[src/rtl/pi_pkg.sv]
// Shared definitions for the pi slice engine.
//   - state_e     : frame FSM states
//   - pi_h        : centre offset H = (N+1)/2; also the inverse of 2 modulo odd N
//   - pi_idx      : lane (x,y) -> bit index row*N+col
//   - pi_fwd_dst  : bit index an input lane lands on under the forward map
//   - pi_inv_dst  : bit index an input lane lands on under the inverse map
package pi_pkg;

  typedef enum logic [0:0] {StIdle, StActive} state_e;

  function automatic int unsigned pi_h(input int unsigned n);
    return (n + 1) / 2;
  endfunction

  // Lane (0,0) sits at the middle of the plane.
  function automatic int unsigned pi_idx(input int unsigned n, input int unsigned x,
                                         input int unsigned y);
    int unsigned h;
    h = pi_h(n);
    return ((y + n - h) % n) * n + ((x + n - h) % n);
  endfunction

  // in(x,y) -> out(y, (2x+3y) mod n)
  function automatic int unsigned pi_fwd_dst(input int unsigned n, input int unsigned x,
                                             input int unsigned y);
    return pi_idx(n, y, (2 * x + 3 * y) % n);
  endfunction

  // in(a,b) -> out(x,a) with 2x+3a == b (mod n); H is the inverse of 2 so x = (b-3a)*H.
  function automatic int unsigned pi_inv_dst(input int unsigned n, input int unsigned a,
                                             input int unsigned b);
    int unsigned x;
    x = (((b + 3 * (n - a)) % n) * pi_h(n)) % n;
    return pi_idx(n, x, a);
  endfunction

endpackage

[src/rtl/pi_slice_engine_if.sv]
// Streaming bus of the pi slice engine: one valid/ready input channel carrying a slice and
// one valid/ready output channel carrying the permuted slice plus an end-of-frame tag.
//   master : producer/consumer side (drives in_*, out_ready)
//   slave  : engine side (drives in_ready, out_*)
interface pi_slice_engine_if #(
  parameter int unsigned N = 5
) ();

  logic           in_valid;
  logic           in_ready;
  logic [N*N-1:0] in_data;
  logic           out_valid;
  logic           out_ready;
  logic [N*N-1:0] out_data;
  logic           out_last;

  modport master (
    output in_valid, in_data, out_ready,
    input  in_ready, out_valid, out_data, out_last
  );

  modport slave (
    input  in_valid, in_data, out_ready,
    output in_ready, out_valid, out_data, out_last
  );

endinterface

[src/rtl/pi_slice_map.sv]
// Combinational lane permutation of one N*N slice.
//   slice_i : input slice, bit index row*N+col
//   mode_i  : 0 forward map, 1 inverse map
//   slice_o : permuted slice
// Macro PI_SLICE_INVERSE_EN: when undefined only the forward map is built and mode_i is ignored.
module pi_slice_map
  import pi_pkg::*;
#(
  parameter int unsigned N = 5
) (
  input  logic [N*N-1:0] slice_i,
  input  logic           mode_i,
  output logic [N*N-1:0] slice_o
);

  localparam int unsigned W    = N * N;
  localparam int unsigned IdxW = $clog2(W);

  logic [W-1:0] fwd;

  always_comb begin
    fwd = '0;
    for (int unsigned y = 0; y < N; y++) begin
      for (int unsigned x = 0; x < N; x++) begin
        fwd[IdxW'(pi_fwd_dst(N, x, y))] = slice_i[IdxW'(pi_idx(N, x, y))];
      end
    end
  end

`ifdef PI_SLICE_INVERSE_EN
  logic [W-1:0] inv;

  always_comb begin
    inv = '0;
    for (int unsigned y = 0; y < N; y++) begin
      for (int unsigned x = 0; x < N; x++) begin
        inv[IdxW'(pi_inv_dst(N, x, y))] = slice_i[IdxW'(pi_idx(N, x, y))];
      end
    end
  end

  assign slice_o = mode_i ? inv : fwd;
`else
  logic unused_mode;
  assign unused_mode = mode_i;
  assign slice_o     = fwd;
`endif

endmodule

[src/rtl/pi_slice_engine.sv]
// Framed pi slice permutation engine: frame FSM, slice counter and a 2-entry output buffer
// around the combinational pi_slice_map.
//   clk, rst : clock, asynchronous active-high reset
//   mode     : 0 forward / 1 inverse, latched on the first slice of each frame
//   busy     : frame in progress or slices buffered
//   bus      : pi_slice_engine_if.slave (in_valid/in_ready/in_data,
//              out_valid/out_ready/out_data/out_last)
// Macro PI_SLICE_INVERSE_EN: when undefined mode is ignored and the latched mode is always 0.
module pi_slice_engine
  import pi_pkg::*;
#(
  parameter int unsigned N     = 5,
  parameter int unsigned DEPTH = 64
) (
  input  logic             clk,
  input  logic             rst,
  input  logic             mode,
  output logic             busy,
  pi_slice_engine_if.slave bus
);

  localparam int unsigned     W       = N * N;
  localparam int unsigned     CntW    = $clog2(DEPTH + 1);
  localparam logic [CntW-1:0] LastCnt = CntW'(DEPTH - 1);

  state_e          state_q, state_d;
  logic [CntW-1:0] cnt_q, cnt_d;
  logic            mode_q, mode_d;
  logic [1:0]      occ_q, occ_d;
  logic [W-1:0]    data0_q, data0_d, data1_q, data1_d;
  logic            last0_q, last0_d, last1_q, last1_d;

  logic         push, pop, tag_last, mode_in, frame_mode;
  logic [1:0]   occ_after_pop;
  logic [W-1:0] mapped;

`ifdef PI_SLICE_INVERSE_EN
  assign mode_in = mode;
`else
  logic unused_mode;
  assign unused_mode = mode;
  assign mode_in     = 1'b0;
`endif

  // The first slice of a frame uses the live mode; the rest use the latched one.
  assign frame_mode = (state_q == StIdle) ? mode_in : mode_q;

  pi_slice_map #(
    .N(N)
  ) u_map (
    .slice_i(bus.in_data),
    .mode_i (frame_mode),
    .slice_o(mapped)
  );

  // Entry 0 is the head and drives the output directly.
  assign bus.in_ready  = (occ_q != 2'd2);
  assign bus.out_valid = (occ_q != 2'd0);
  assign bus.out_data  = data0_q;
  assign bus.out_last  = last0_q & bus.out_valid;
  assign busy          = (state_q != StIdle) || (occ_q != 2'd0);

  assign push = bus.in_valid & bus.in_ready;
  assign pop  = bus.out_valid & bus.out_ready;

  always_comb begin
    state_d  = state_q;
    cnt_d    = cnt_q;
    mode_d   = mode_q;
    tag_last = 1'b0;
    if (push) begin
      unique case (state_q)
        StIdle: begin
          mode_d = frame_mode;
          if (DEPTH == 1) begin
            tag_last = 1'b1;
          end else begin
            cnt_d   = CntW'(1);
            state_d = StActive;
          end
        end
        StActive: begin
          if (cnt_q == LastCnt) begin
            tag_last = 1'b1;
            cnt_d    = '0;
            state_d  = StIdle;
          end else begin
            cnt_d = cnt_q + CntW'(1);
          end
        end
        default: state_d = StIdle;
      endcase
    end
  end

  // A pop shifts entry 1 forward; a push then fills the first free slot, so a simultaneous
  // push and pop at occupancy 1 lands the new slice straight in the head.
  always_comb begin
    data0_d       = data0_q;
    data1_d       = data1_q;
    last0_d       = last0_q;
    last1_d       = last1_q;
    occ_after_pop = occ_q - {1'b0, pop};
    if (pop) begin
      data0_d = data1_q;
      last0_d = last1_q;
    end
    if (push) begin
      if (occ_after_pop == 2'd0) begin
        data0_d = mapped;
        last0_d = tag_last;
      end else begin
        data1_d = mapped;
        last1_d = tag_last;
      end
    end
    occ_d = occ_after_pop + {1'b0, push};
  end

  always_ff @(posedge clk or posedge rst) begin
    if (rst) begin
      state_q <= StIdle;
      cnt_q   <= '0;
      mode_q  <= 1'b0;
      occ_q   <= 2'd0;
      data0_q <= '0;
      data1_q <= '0;
      last0_q <= 1'b0;
      last1_q <= 1'b0;
    end else begin
      state_q <= state_d;
      cnt_q   <= cnt_d;
      mode_q  <= mode_d;
      occ_q   <= occ_d;
      data0_q <= data0_d;
      data1_q <= data1_d;
      last0_q <= last0_d;
      last1_q <= last1_d;
    end
  end

endmodule

[src/flat_wrapper.sv]
// flat-port wrapper written by rule: the top's interface ports become plain ports
module pi_slice_engine_flat import pi_pkg::*;
#(
  parameter int unsigned N     = 5,
  parameter int unsigned DEPTH = 64
)
  (clk, rst, mode, busy, bus_in_valid, bus_in_data, bus_out_ready, bus_in_ready, bus_out_valid, bus_out_data, bus_out_last);
  pi_slice_engine_if #(.N(N)) bus_i ();
  input  logic clk;
  input  logic rst;
  input  logic mode;
  output logic busy;
  input wire logic [$bits(bus_i.in_valid)-1:0] bus_in_valid;
  input wire logic [$bits(bus_i.in_data)-1:0] bus_in_data;
  input wire logic [$bits(bus_i.out_ready)-1:0] bus_out_ready;
  output wire logic [$bits(bus_i.in_ready)-1:0] bus_in_ready;
  output wire logic [$bits(bus_i.out_valid)-1:0] bus_out_valid;
  output wire logic [$bits(bus_i.out_data)-1:0] bus_out_data;
  output wire logic [$bits(bus_i.out_last)-1:0] bus_out_last;
  assign bus_i.in_valid = bus_in_valid;
  assign bus_i.in_data = bus_in_data;
  assign bus_i.out_ready = bus_out_ready;
  assign bus_in_ready = bus_i.in_ready;
  assign bus_out_valid = bus_i.out_valid;
  assign bus_out_data = bus_i.out_data;
  assign bus_out_last = bus_i.out_last;
  pi_slice_engine #(.N(N), .DEPTH(DEPTH)) u_core (.clk(clk), .rst(rst), .mode(mode), .busy(busy), .bus(bus_i));
endmodule
[config.mk]
export PLATFORM = sky130hd
export DESIGN_NAME = pi_slice_engine_flat
export DESIGN_NICKNAME = d
export VERILOG_FILES = /design/src/rtl/pi_pkg.sv /design/src/rtl/pi_slice_engine_if.sv /design/src/rtl/pi_slice_map.sv /design/src/rtl/pi_slice_engine.sv /design/src/flat_wrapper.sv
export SDC_FILE = /design/constraint.sdc
export NUM_CORES = 1
export LEC_CHECK = 0
export CORE_MARGIN = 3
export CORE_UTILIZATION = 40
export CTS_BUF_LIST = sky130_fd_sc_hd__clkbuf_16
export CTS_CLUSTER_DIAMETER = 150
export DETAILED_ROUTE_END_ITERATION = 12
export PLACE_DENSITY_LB_ADDON = 0.15
export SKIP_CTS_REPAIR_TIMING = 1
export SKIP_LAST_GASP = 1
export SYNTH_ARGS = -nofsm -noshare
export SYNTH_HDL_FRONTEND = slang
export SYNTH_SLANG_ARGS = --single-unit
[constraint.sdc]
create_clock -name clk -period 5 [get_ports clk]
set_input_delay 1 -clock clk [delete_from_list [all_inputs] [get_ports clk]]
set_output_delay 1 -clock clk [all_outputs]
set_load 0.02 [all_outputs]
==> results of run 1 <==
## state kept, by name (all words and copies together), names as in the netlist
| register | count |
|---|---|
| u_core.data1_q | 25 |
| u_core.occ_q | 2 |
| u_core.last0_q | 1 |
| u_core.state_q | 1 |
| u_core.cnt_q | 7 |
| u_core.bus.out_data | 25 |
| u_core.last1_q | 1 |
## routing by layer
metal  wire, µm  global-route usage [%]  vias to the layer above  share of wire, %
met5          0                       0                        -                 0
met4         46                    6.59                        0              0.90
met3        305                    5.68                        5               5.9
met2       2450                    22.4                       35                48
met1       2330                    17.1                      877                45
li1           -                       -                      919                 -
## cell usage after synthesis (all sizes together)
cell / n / share of area (%)
a21boi: 1 / 0.28
a21o: 2 / 0.55
a32o: 1 / 0.37
and2: 1 / 0.23
and3: 2 / 0.46
buf: 7 / 2.4
clkbuf: 5 / 0.69
dfrtp: 62 / 57
ha: 2 / 0.92
inv: 3 / 0.41
mux2: 25 / 10
mux2i: 26 / 9.5
nand2: 34 / 5.0
nand2b: 1 / 0.23
nand3: 4 / 0.73
nor2: 1 / 0.14
nor2b: 2 / 0.46
nor3: 1 / 0.18
nor3b: 1 / 0.46
nor4b: 2 / 0.64
o211ai: 2 / 1.1
o21a: 2 / 0.55
o21ai: 34 / 6.2
o21bai: 1 / 0.28
o31ai: 1 / 0.28
or2: 1 / 0.23
or3: 1 / 0.23
xnor2: 1 / 0.32
## cells by family after synthesis
logic type | after synthesis
AOI/OAI and AO/OA | 44
xor gates and xnor gates | 1
DFF | 62
adders and majority gates | 2
buffers and inverters | 15
and+or+nand+nor | 51
muxes | 51
## power groups by stage
stage               sequential, W  clock (W)  combinational [W]
floorplan                0.000978          0           0.000453
global placement         0.000878          0           0.000848
detailed placement       0.000882          0           0.000869
CTS                      0.000875   0.000547           0.000871
global route             0.000908   0.000568           0.000940
finish                   0.000871   0.000530           0.000855
## worst min path at each step
stage / from / endpoint / slack, ps / cells after the start
after global placement: u_core.last1_q$_DFFE_PP0P_ / u_core.last1_q$_DFFE_PP0P_ / 470 / 2
after detailed placement: u_core.last1_q$_DFFE_PP0P_ / u_core.last1_q$_DFFE_PP0P_ / 480 / 2
final: u_core.last1_q$_DFFE_PP0P_ / u_core.last1_q$_DFFE_PP0P_ / 480 / 2
after CTS: u_core.last1_q$_DFFE_PP0P_ / u_core.last1_q$_DFFE_PP0P_ / 490 / 2
after floorplan: u_core.last1_q$_DFFE_PP0P_ / u_core.last1_q$_DFFE_PP0P_ / 450 / 2
after global routing: u_core.data1_q[9]$_DFFE_PP0P_ / u_core.data1_q[9]$_DFFE_PP0P_ / 510 / 1
## critical path, delay by kind of cell, from the launching register on
kind	cells	cell delay, ps
buffers and inverters	1	530
and+or+nand+nor	2	470
DFF	1	460
## per-stage QoR
stage               setup slack (ps)  cells
floorplan                       2460    226
global placement                1990    350
detailed placement              1960    350
CTS                             2190    366
global route                    2150    366
finish                          2210    366
## area by class of cell
type	count	area, µm²
clock buffers	9	225
clock inverters	7	33.8
fillers	574	2900
inverters	3	11.3
multi-input cells	149	1090
flip-flops and latches	62	1550
well taps	77	96.3
repair buffers	59	586
==> flow_summary.json, run 1 <==
{
  "ant_nets": 0,
  "outcome": "finished clean",
  "dieWidth_um": 88.6,
  "synth_compound_area_share_pct": 9.58,
  "critPathCapture": "bus_out_last",
  "grt_max_degree": 63,
  "hold-worst-slack_ps": 484,
  "critPathSlowestCell": "clkdlybuf4s50_1",
  "layout_commonest_cell": "dfrtp_1",
  "fin_skew_ps": 7.10,
  "final_cell_mix": "dfrtp_1, clkdlybuf4s50_1, nand2_1, o21ai_0, mux2i_1",
  "crit_start": "u_core.occ_q[1]$_DFF_PP0_",
  "ys_warn_count": 0,
  "netlist_area_um2": 2730,
  "fin_nets": 316,
  "r2r_slack_ps": 3220,
  "crit_chain": "or2_1, and2_1, clkdlybuf4s50_1",
  "root_buffer": "clkbuf_16",
  "grt_pass1_wl_mm": 8.38,
  "required_ps": 4000,
  "cts_tree": "done",
  "utilization_pct": 55.3,
  "place_hpwl_mm": 3.24,
  "rsz0062_at_grt": "false",
  "stdcell_area_um2": 3590,
  "drive_gt1_share_pct": 14.9,
  "die_area_um2": 7850,
  "end_kind": "primary output",
  "drc": 0,
  "die_h_um": 88.6,
  "synth_top_family_by_area": "multiplexers",
  "dr_total_vias": 1836,
  "initial_utilization_pct": 42.0,
  "power_density_nw_per_um2": 629,
  "sequentialPowerShare_pct": 38.6,
  "critPathLaunchType": "flip-flop",
  "synth_mux_area_share_pct": 19.9,
  "cts_buffer_depth": 2,
  "power_frac_comb_pct": 37.9,
  "synthAdderAreaFrac_pct": 0.917,
  "p_int_w": 0.00151,
  "synth_xor_area_share_pct": 0.321,
  "io_pins": 59,
  "fmax_ghz": 0.359,
  "placed_cell_area_um2": 3330,
  "fin_crit_ps": 2790,
  "num_rows": 29,
  "grt_usage_pct": 14.2,
  "dr.pass1.iters": 4,
  "grt_overflow": 0,
  "sw_frac_of_total_pct": 33.2,
  "netlist_instances": 226,
  "ys_seq_area_share_pct": 56.9,
  "critPathMaxFanout": 6,
  "via_per_inst": 5.02,
  "core_area_um2": 6490,
  "finalSetupViolations": 0,
  "clk_pin_slew_ps": 50,
  "worst_pin_slew_ps": 936,
  "routed_wl_mm": 5.13,
  "htreeDepth": 3,
  "synth-simple-area-share_pct": 8.94,
  "power_switching_w": 0.000749,
  "clock_latency_ps": 320,
  "crit_type": "reg -> out",
  "hold_viol_final": 0,
  "drt_iter0_drc": 73,
  "wl_per_cell_um": 14.0,
  "maxCapViolCount": 0,
  "clkPwrFrac_pct": 23.5,
  "cts_made_buffers": 9,
  "postSynthRegisterBits": 62,
  "p_leak_nw": 1.63,
  "routabilityCongestion": 0.710,
  "diodes": 0,
  "setup_tns_ps": 0,
  "hold_class": "reg -> reg",
  "fin_crit_sh_pct": 55.7,
  "finalPower_w": 0.00226,
  "reg2reg_to": "u_core.data1_q[14]$_DFFE_PP0P_",
  "syn2layout_area_growth_pct": 31.6,
  "grt_pass1_vias": 1824,
  "report.final.slew_viol_count": 0,
  "place.port_buffers": 57,
  "ys_types": 35,
  "regToRegStartpoint": "u_core.occ_q[1]$_DFF_PP0_",
  "peakVddDrop_mv": 0.317,
  "clock-sinks": 62,
  "cp.arrival_ps": 1790,
  "antenna_found_initial": 0,
  "max_stage_delay_ps": 530,
  "ff2ff_path_depth": 2,
  "syn_area_per_cell_um2": 12.1,
  "synthesis.nets": 258,
  "slew_headroom_pct": 37.3
}
(Power assumes the default switching activity.)
==> run 2, diff against run 1 <==
==> constraint.sdc (replaced) <==
create_clock -name clk -period 2.6 [get_ports clk]
set_input_delay 0.52 -clock clk [delete_from_list [all_inputs] [get_ports clk]]
set_output_delay 0.52 -clock clk [all_outputs]
set_load 0.02 [all_outputs]
==> run 2 against run 1 <==
  * Largest power group unchanged
  * Wire length grew 7.0%
  * Die area is the same
  * Largest cell class unchanged
  * Non-clock buffer count grew 3
  * Via count grew 3.4%
  * Critical endpoint unchanged
  * Critical path depth is the same
==> flow_summary.json, run 2 (synthesis results as in run 1) <==
{
  "routabilityCongestion": 0.751,
  "wl_per_cell_um": 14.9,
  "end_kind": "primary output",
  "ant_nets": 0,
  "place_inst": 353,
  "critPathCapture": "bus_out_last",
  "fin_nets": 319,
  "syn2layout_area_growth_pct": 34.6,
  "hold-worst-slack_ps": 488,
  "reg2reg_to": "u_core.cnt_q[3]$_DFFE_PP0P_",
  "clock_latency_ps": 320,
  "clock-sinks": 62,
  "regToRegStartpoint": "u_core.cnt_q[0]$_DFFE_PP0P_",
  "crit_chain": "or2_1, and2_1, clkdlybuf4s50_1",
  "routed_wl_mm": 5.49,
  "outcome": "finished clean",
  "final_cell_mix": "dfrtp_1, clkdlybuf4s50_1, nand2_1, o21ai_0, mux2i_1",
  "initial_utilization_pct": 42.0,
  "dieWidth_um": 88.6,
  "via_per_inst": 5.14,
  "crit_type": "reg -> out",
  "report.final.slew_viol_count": 0,
  "path_depth": 3,
  "grt_pass1_vias": 1943,
  "critPathLaunchType": "flip-flop",
  "grt_pass1_wl_mm": 9.07,
  "hold_viol_final": 0,
  "required_ps": 2080,
  "fin_crit_ps": 2320,
  "setup_tns_ps": 0,
  "worst-path-buf-inv": 1,
  "cp.arrival_ps": 1800,
  "hold_class": "reg -> reg",
  "p_leak_nw": 1.66,
  "fin_skew_ps": 3.75,
  "maxCapViolCount": 0,
  "clk_pin_slew_ps": 50,
  "placed_cell_area_um2": 3370,
  "diodes": 0,
  "stdcell_area_um2": 3670,
  "critPathSlowestCell": "clkdlybuf4s50_1",
  "power_density_nw_per_um2": 1250,
  "finalSetupViolations": 0,
  "worst_pin_slew_ps": 612,
  "place_hpwl_mm": 3.50,
  "fin_cells": 369,
  "r2r_slack_ps": 810,
  "rsz0062_at_grt": "false",
  "cts_tree": "done",
  "fin_crit_sh_pct": 89.2,
  "io_pins": 59,
  "critPathMaxFanout": 6,
  "root_buffer": "clkbuf_16",
  "die_area_um2": 7850,
  "place.port_buffers": 57,
  "peakVddDrop_mv": 0.614,
  "crit_family": "buffers and inverters",
  "cts_made_buffers": 9,
  "max_stage_delay_ps": 530,
  "drive_gt1_share_pct": 15.4,
  "cts_buffer_depth": 2,
  "grt_overflow": 0,
  "core_area_um2": 6490,
  "htreeDepth": 3,
  "antenna_found_initial": 0,
  "finalPower_w": 0.00458,
  "die_h_um": 88.6,
  "layout_commonest_cell": "dfrtp_1",
  "ff2ff_path_depth": 5,
  "drc": 0,
  "fmax_ghz": 0.431,
  "dr_total_vias": 1898,
  "num_rows": 29,
  "crit_start": "u_core.occ_q[1]$_DFF_PP0_",
  "grt_max_degree": 39,
  "dr.pass1.iters": 4,
  "slew_headroom_pct": 59.1,
  "drt_iter0_drc": 80,
  "grt_usage_pct": 15.5
}
## run 2: changes by cell type in the layout (fill, tap and decap cells not counted), moves of 2 or more
| cell | change |
|---|---|
| buf_4 | +2 |
| clkinv_1 | +2 |
| clkinv_2 | -2 |
| bufinv_16 | +2 |
## run 2: through the flow
step	utilization [%]	setup WS (ps)
finish	56.5	282
global route	56.5	211
CTS	56.5	266
detailed placement	51.8	413
global placement	51.8	430
floorplan	-	539
## run 2: worst reg2reg max path, cell delays in order (launching register included)
cell and delay (ps):
dfrtp_1 390, ha_1 210, nand3_1 170, o31ai_1 520, o21ai_0 190, a21o_1 200
## run 2: layout make-up
| type | count | area, µm² |
|---|---|---|
| fill | 568 | 2820 |
| inverter | 3 | 11.3 |
| clock buffer | 9 | 225 |
| clock inverter | 7 | 80.1 |
| timing repair buffer | 62 | 621 |
| tap | 77 | 96.3 |
| sequential | 62 | 1550 |
| multi-input combinational | 149 | 1090 |
## run 2: worst min-delay path by stage
stage,slack [ps],end,startpoint,cells after the start
6_report,490,u_core.last1_q$_DFFE_PP0P_,u_core.last1_q$_DFFE_PP0P_,2
5_1_grt,510,u_core.data1_q[12]$_DFFE_PP0P_,u_core.data1_q[12]$_DFFE_PP0P_,1
4_1_cts,490,u_core.last1_q$_DFFE_PP0P_,u_core.last1_q$_DFFE_PP0P_,2
3_5_place_dp,480,u_core.last1_q$_DFFE_PP0P_,u_core.last1_q$_DFFE_PP0P_,2
3_3_place_gp,470,u_core.last1_q$_DFFE_PP0P_,u_core.last1_q$_DFFE_PP0P_,2
2_1_floorplan,450,u_core.last1_q$_DFFE_PP0P_,u_core.last1_q$_DFFE_PP0P_,2
## run 2: power breakdown
group / switching, W / internal (W)
combinational: 0.000799 / 0.000866
clock: 0.000398 / 0.000822
sequential: 0.000270 / 0.00142
## run 2: routing by layer
metal	up-vias	track usage, %	wire (µm)	part of all wire (%)
met5	-	0	0	0
met4	0	4.81	65	1.2
met3	5	6.61	279	5.1
met2	41	25.3	2720	49
met1	936	18.6	2430	44
li1	916	-	-	-
